`src/rtl/instr_decode.sv`:
```
// Decode stage: control decode, register file, hazard detection,
// early branch resolution and the ID/EX pipeline register.
module instr_decode (
    input  logic        clk,
    input  logic        reset,
    input  logic [31:0] if_id_pc_plus_4,
    input  logic [31:0] if_id_instr,
    input  logic        ex_mem_reg_write,
    input  logic        ex_mem_mem_to_reg,
    input  logic [4:0]  ex_mem_write_reg,
    input  logic [31:0] ex_mem_alu_out,
    input  logic        wb_reg_write,
    input  logic [4:0]  wb_write_reg,
    input  logic [31:0] wb_result,
    output logic        stall_if,
    output logic        stall_id,
    output logic        pc_src,
    output logic        jump,
    output logic [31:0] pc_branch,
    output logic [31:0] pc_jump,
    output logic [7:0]  id_ex_ctrl,
    output logic [31:0] id_ex_rd1,
    output logic [31:0] id_ex_rd2,
    output logic [31:0] id_ex_imm,
    output logic [14:0] id_ex_regs
);
    localparam logic [5:0] OP_R    = 6'b000000;
    localparam logic [5:0] OP_LW   = 6'b100011;
    localparam logic [5:0] OP_SW   = 6'b101011;
    localparam logic [5:0] OP_BEQ  = 6'b000100;
    localparam logic [5:0] OP_ADDI = 6'b001000;
    localparam logic [5:0] OP_J    = 6'b000010;

    logic [5:0]  op, funct;
    logic [4:0]  rs, rt, rd;
    logic [31:0] imm_ext;
    logic        is_r, is_lw, is_sw, is_beq, is_addi;

    assign op      = if_id_instr[31:26];
    assign funct   = if_id_instr[5:0];
    assign rs      = if_id_instr[25:21];
    assign rt      = if_id_instr[20:16];
    assign rd      = if_id_instr[15:11];
    assign imm_ext = {{16{if_id_instr[15]}}, if_id_instr[15:0]};

    assign is_r    = (op == OP_R);
    assign is_lw   = (op == OP_LW);
    assign is_sw   = (op == OP_SW);
    assign is_beq  = (op == OP_BEQ);
    assign is_addi = (op == OP_ADDI);

    // {reg_write, mem_to_reg, mem_write, alu_ctrl, alu_src, reg_dst}
    logic [7:0] ctrl_d;
    always_comb begin
        ctrl_d = '0;
        unique case (1'b1)
            is_r: begin
                unique case (funct)
                    6'b100000: ctrl_d = 8'b1000_1001;
                    6'b100010: ctrl_d = 8'b1001_1001;
                    6'b100100: ctrl_d = 8'b1000_0001;
                    6'b100101: ctrl_d = 8'b1000_0101;
                    6'b101010: ctrl_d = 8'b1001_1101;
                    default:   ctrl_d = '0;
                endcase
            end
            is_lw:   ctrl_d = 8'b1100_1010;
            is_sw:   ctrl_d = 8'b0010_1010;
            is_addi: ctrl_d = 8'b1000_1010;
            is_beq:  ctrl_d = 8'b0001_1000;
            default: ctrl_d = '0;
        endcase
    end

    logic [31:0] rf_q [32];
    logic [31:0] rd1_d, rd2_d;

    always_ff @(posedge clk or negedge reset) begin
        if (!reset) begin
            for (int i = 0; i < 32; i++) rf_q[i] <= '0;
        end else if (wb_reg_write && wb_write_reg != 5'd0) begin
            rf_q[wb_write_reg] <= wb_result;
        end
    end

    // Same-cycle WB write bypasses the array
    assign rd1_d = (rs == 5'd0) ? 32'd0 :
                   (wb_reg_write && wb_write_reg == rs) ? wb_result :
                   rf_q[rs];
    assign rd2_d = (rt == 5'd0) ? 32'd0 :
                   (wb_reg_write && wb_write_reg == rt) ? wb_result :
                   rf_q[rt];

    logic        fwd_a, fwd_b;
    logic [31:0] cmp_a, cmp_b;

    assign fwd_a = ex_mem_reg_write && ex_mem_write_reg != 5'd0
                   && ex_mem_write_reg == rs;
    assign fwd_b = ex_mem_reg_write && ex_mem_write_reg != 5'd0
                   && ex_mem_write_reg == rt;
    assign cmp_a = fwd_a ? ex_mem_alu_out : rd1_d;
    assign cmp_b = fwd_b ? ex_mem_alu_out : rd2_d;

    logic [4:0] ex_rt, ex_rd, ex_dst;
    logic       lwstall, brstall, mem_hit, ex_hit, stall;

    assign ex_rt  = id_ex_regs[9:5];
    assign ex_rd  = id_ex_regs[4:0];
    assign ex_dst = id_ex_ctrl[0] ? ex_rd : ex_rt;

    assign lwstall = id_ex_ctrl[6] && ex_rt != 5'd0
                     && (ex_rt == rs || ex_rt == rt);
    assign ex_hit  = id_ex_ctrl[7] && ex_dst != 5'd0
                     && (ex_dst == rs || ex_dst == rt);
    assign mem_hit = ex_mem_mem_to_reg && ex_mem_write_reg != 5'd0
                     && (ex_mem_write_reg == rs || ex_mem_write_reg == rt);
    assign brstall = is_beq && (ex_hit || mem_hit);
    assign stall   = lwstall || brstall;

    assign stall_if  = ~stall;
    assign stall_id  = ~stall;
    assign pc_src    = is_beq && (cmp_a == cmp_b) && !stall;
    assign jump      = (op == OP_J);
    assign pc_branch = if_id_pc_plus_4 + {imm_ext[29:0], 2'b00};
    assign pc_jump   = {if_id_pc_plus_4[31:28], if_id_instr[25:0], 2'b00};

    logic [7:0]  ctrl_q;
    logic [31:0] rd1_q, rd2_q, imm_q;
    logic [14:0] regs_q;

    always_ff @(posedge clk or negedge reset) begin
        if (!reset) begin
            ctrl_q <= '0;
            rd1_q  <= '0;
            rd2_q  <= '0;
            imm_q  <= '0;
            regs_q <= '0;
        end else begin
            ctrl_q <= stall ? 8'd0 : ctrl_d;
            rd1_q  <= rd1_d;
            rd2_q  <= rd2_d;
            imm_q  <= imm_ext;
            regs_q <= {rs, rt, rd};
        end
    end

    assign id_ex_ctrl = ctrl_q;
    assign id_ex_rd1  = rd1_q;
    assign id_ex_rd2  = rd2_q;
    assign id_ex_imm  = imm_q;
    assign id_ex_regs = regs_q;
endmodule

```
`config.mk`:
```
export PLATFORM = sky130hd
export DESIGN_NAME = instr_decode
export DESIGN_NICKNAME = d
export VERILOG_FILES = /design/src/rtl/instr_decode.sv
export SDC_FILE = /design/constraint.sdc
export NUM_CORES = 2
export LEC_CHECK = 0
export ABC_AREA = 1
export BUFFER_PORTS_ARGS = -buffer_cell sky130_fd_sc_hd__buf_2
export CAP_MARGIN = 30
export CELL_PAD_IN_SITES_DETAIL_PLACEMENT = 1
export CELL_PAD_IN_SITES_GLOBAL_PLACEMENT = 1
export CORE_UTILIZATION = 35
export DETAILED_ROUTE_END_ITERATION = 10
export PLACE_DENSITY_LB_ADDON = 0.3
export SKIP_CTS_REPAIR_TIMING = 1
export SYNTH_ARGS = -nofsm -noshare
export SYNTH_HDL_FRONTEND = slang
export SYNTH_SLANG_ARGS = --single-unit
```
`constraint.sdc`:
```
create_clock -name clk -period 3.1 [get_ports clk]
set_clock_uncertainty 0.1 [all_clocks]
set_input_delay 0.31 -clock clk [delete_from_list [all_inputs] [get_ports clk]]
set_output_delay 0.31 -clock clk [all_outputs]
set_load 0.03 [all_outputs]
```
==> summary.txt <==
Placement
  • IO Port Bufs: 323
  • Setup WS pre-CTS: -620 ps
  • DP Area: 74500 um2
  • Final GP Congestion: 0.951
  • Hpwl dp: 208 mm

GRT
  • First-pass GRT wire length: 464 mm
  • Largest net degree at the start of global routing: 89
  • Initial antenna violation count: 10
  • Number of global-route vias before repair: 69900
  • GRT Util Overall: 0.329
  • Aggregate global routing overflow: 0

Detailed routing
  • DRT Pass-1 Iters: 5
  • Residual DRC count: 0
  • Vias: 69400
  • DRT met1 WL: 129 mm
  • Post-Route WL: 318 mm
  • Routed wl met2: 146 mm
  • Routed len/inst: 26.2 um
  • DR top layer: met5
  • Post-route ant nets: 0
  • DR vias/cell: 5.72
  • Met3 WL: 21.2 mm
  • Initial DRC Count: 6809

Synth
  • Commonest cells in the netlist: 2581 x nand2_1, 1213 x o21ai_0, 1159 x nand3_1
  • EDFF count, synth: 0
  • Largest area contributor in the netlist: dfrtp_1
  • Number of library cell types mapped by synthesis: 48
  • Synth Warn #: 0
  • Post-synthesis cell area: 65200 um2
  • Register area share after synthesis: 0.430
  • Share of the synthesized area in the top cell type: 0.430
  • Cell with the most instances after synthesis: nand2_1
  • Post-Syn Instances: 9084
  • Largest cells by area after synthesis: dfrtp_1 43%, nand2_1 15%, o21ai_0 9.3%
  • Asr flop ratio synth: 1.00
  • #FFs+latches synth: 1122
  • Top_reg_cell synth: dfrtp_1
  • Mean Syn Cell Area: 7.18 um2

Layout
  • Layout area overhead: 24.4%
  • Share of layout cells above drive strength 1: 0.179
  • Fillers: 22900
  • Layout net count: 9734
  • Finished Cell Area: 81200 um2

Run status
  • Status: complete, but fails checks
  • Failing checks: negative setup slack

STA
  • Setup total negative slack: -779 ps
  • Fin. max-slew vios: 0
  • Fin worst setup slack: -473 ps
  • Normalized max-slew margin: 0.418
  • # setup viols final: 3
  • RSZ-0062 raised after global routing: true
  • Hold Fails Final Rpt: 0
  • Part of the cycle the worst path needs: 1.15
  • Worst slew pin tran: 872 ps
  • Final Critical Period: 3570 ps
  • Max Clk Rate: 280 MHz

Clock network
  • Clock-pin slew on the worst setup and hold paths: 60 ps
  • Bufs on Longest Clock Path: 3
  • CTS root buffer: clkbuf_16
  • CTS H-tree depth: 4
  • # clock sinks: 1122
  • Later-pin clock latency in the skew report: 820 ps
  • CTS Buf Count: 134
  • TritonCTS clock tree: yes

Floorplan
  • DIE WIDTH: 434 um
  • Core Rows: 158
  • I/O Pins: 330
  • Die Footprint: 188000 um2
  • Die Height: 434 um
  • Starting density of the core: 0.352
  • Core ar.: 185000 um2

Worst hold path
  • Min-delay worst type: in -> async

Setup path
  • Worst R2R Setup Slack: 790 ps
  • WS Path Type: reg -> out
  • WP data required: 2690 ps
  • Worst setup SP type: flip-flop
  • Arrival @ worst endpoint: 3160 ps
  • Critical path capture point type: output port
  • Worst-path fanout max: 6

Power
  • Switching Share: 0.347
  • Psw: 16.3 mW
  • Leak Pwr: 39.2 nW
  • Sequential Power Share: 0.404
  • VDD IR max: 487 uV
  • Power share of the clock group: 0.345
  • PwrDens: 580 nW/um2
  • Overall Power: 47.1 mW
  • Gate power share: 0.251
  • Internal power: 30.8 mW

Flow run
  • Max-Cap Viols: 0
-- flip-flops by register name, indices dropped and copies added, names as in the netlist --
register    flops
id_ex_imm      11
id_ex_rd2      32
id_ex_ctrl      8
id_ex_rd1      32
rf_q         1024
id_ex_regs     15
-- area by class of cell --
cell class | instances | area [um2] | area share
tap | 2480 | 3100 | 0.0382
clock inverter | 48 | 567 | 0.00698
clock buffer | 189 | 3850 | 0.0475
antenna | 4 | 10.0 | 0.000123
timing repair buffer | 1185 | 10900 | 0.134
multi-input combinational | 6291 | 31500 | 0.388
inverter | 827 | 3140 | 0.0387
sequential | 1122 | 28100 | 0.346
-- cells by family after synthesis --
group,count (synthesis),synth area share
and+or+nand+nor,4033,0.259
adders and majority gates,30,0.00587
xor gates and xnor gates,45,0.00604
DFF,1122,0.430
AOI/OAI and AO/OA,2181,0.189
buffers and inverters,1672,0.110
other,1,0.0000575
-- path summary, 6_finish.rpt --
kind | from | end | cells past startpoint
max reg2reg | id_ex_ctrl[0]$_DFF_PN0_ | id_ex_ctrl[4]$_DFF_PN0_ | 14
max in group asynchronous | reset | rf_q[215]$_DFFE_PN0P_ | 3
min | reset | rf_q[69]$_DFFE_PN0P_ | 2
max | id_ex_ctrl[0]$_DFF_PN0_ | pc_src | 16
min reg2reg | rf_q[1021]$_DFFE_PN0P_ | rf_q[1021]$_DFFE_PN0P_ | 0
min in group clk | if_id_instr[19] | id_ex_regs[8]$_DFF_PN0_ | 3
-- layout by cell type, fill, tap and decap left out, types with 42 or more instances in the layout --
cell type | synthesis | routed
dlygate4sd3_1 | 0 | 68
nand3_2 | 1 | 104
o211ai_1 | 531 | 531
buf_12 | 0 | 196
or2_2 | 51 | 42
nor2_1 | 176 | 159
nand2_4 | 0 | 54
nand2_1 | 2581 | 2448
inv_1 | 808 | 782
dfrtp_1 | 1122 | 1120
o21ai_0 | 1213 | 1182
clkbuf_16 | 0 | 137
nand3_1 | 1159 | 1049
a21oi_1 | 380 | 361
buf_2 | 297 | 305
nand2_2 | 2 | 81
o21ai_1 | 26 | 48
buf_4 | 89 | 585
-- worst max-delay path, stage by stage (launching register included) --
cell,delay [ps]
dfrtp_2,440
buf_6,160
o21ai_4,190
xor2_1,210
nor2_1,80
nand4_1,110
nand2_2,80
nand2_2,90
nand4_1,140
inv_2,140
nand2_2,70
nor2_1,90
nand2_1,60
nor2_1,80
nand3_1,90
nor2_2,170
buf_6,150
-- stage by stage --
step | hold WS (ps) | utilization | instances
floorplan | -85.6 | - | 9085
global placement | 265 | 0.402 | 11800
detailed placement | 267 | 0.402 | 11800
CTS | -586 | 0.426 | 12000
global route | 4.27 | 0.438 | 12100
finish | 26.4 | 0.438 | 12100
-- power by group through the flow --
stage / clock [mW] / combinational, mW / sequential [mW]
floorplan: 0 / 6.66 / 18.9
global placement: 0 / 10.7 / 19.0
detailed placement: 0 / 11.2 / 19.1
CTS: 16.4 / 11.2 / 18.9
global route: 17.0 / 13.1 / 19.3
finish: 16.3 / 11.8 / 19.0
-- metal layers --
metal  vias to the layer above  GRT usage
met2                      2729      0.523
li1                      30900          -
met1                     34900      0.422
met4                         2      0.200
met5                         -          0
met3                       846     0.0503
(Power assumes the default switching activity.)
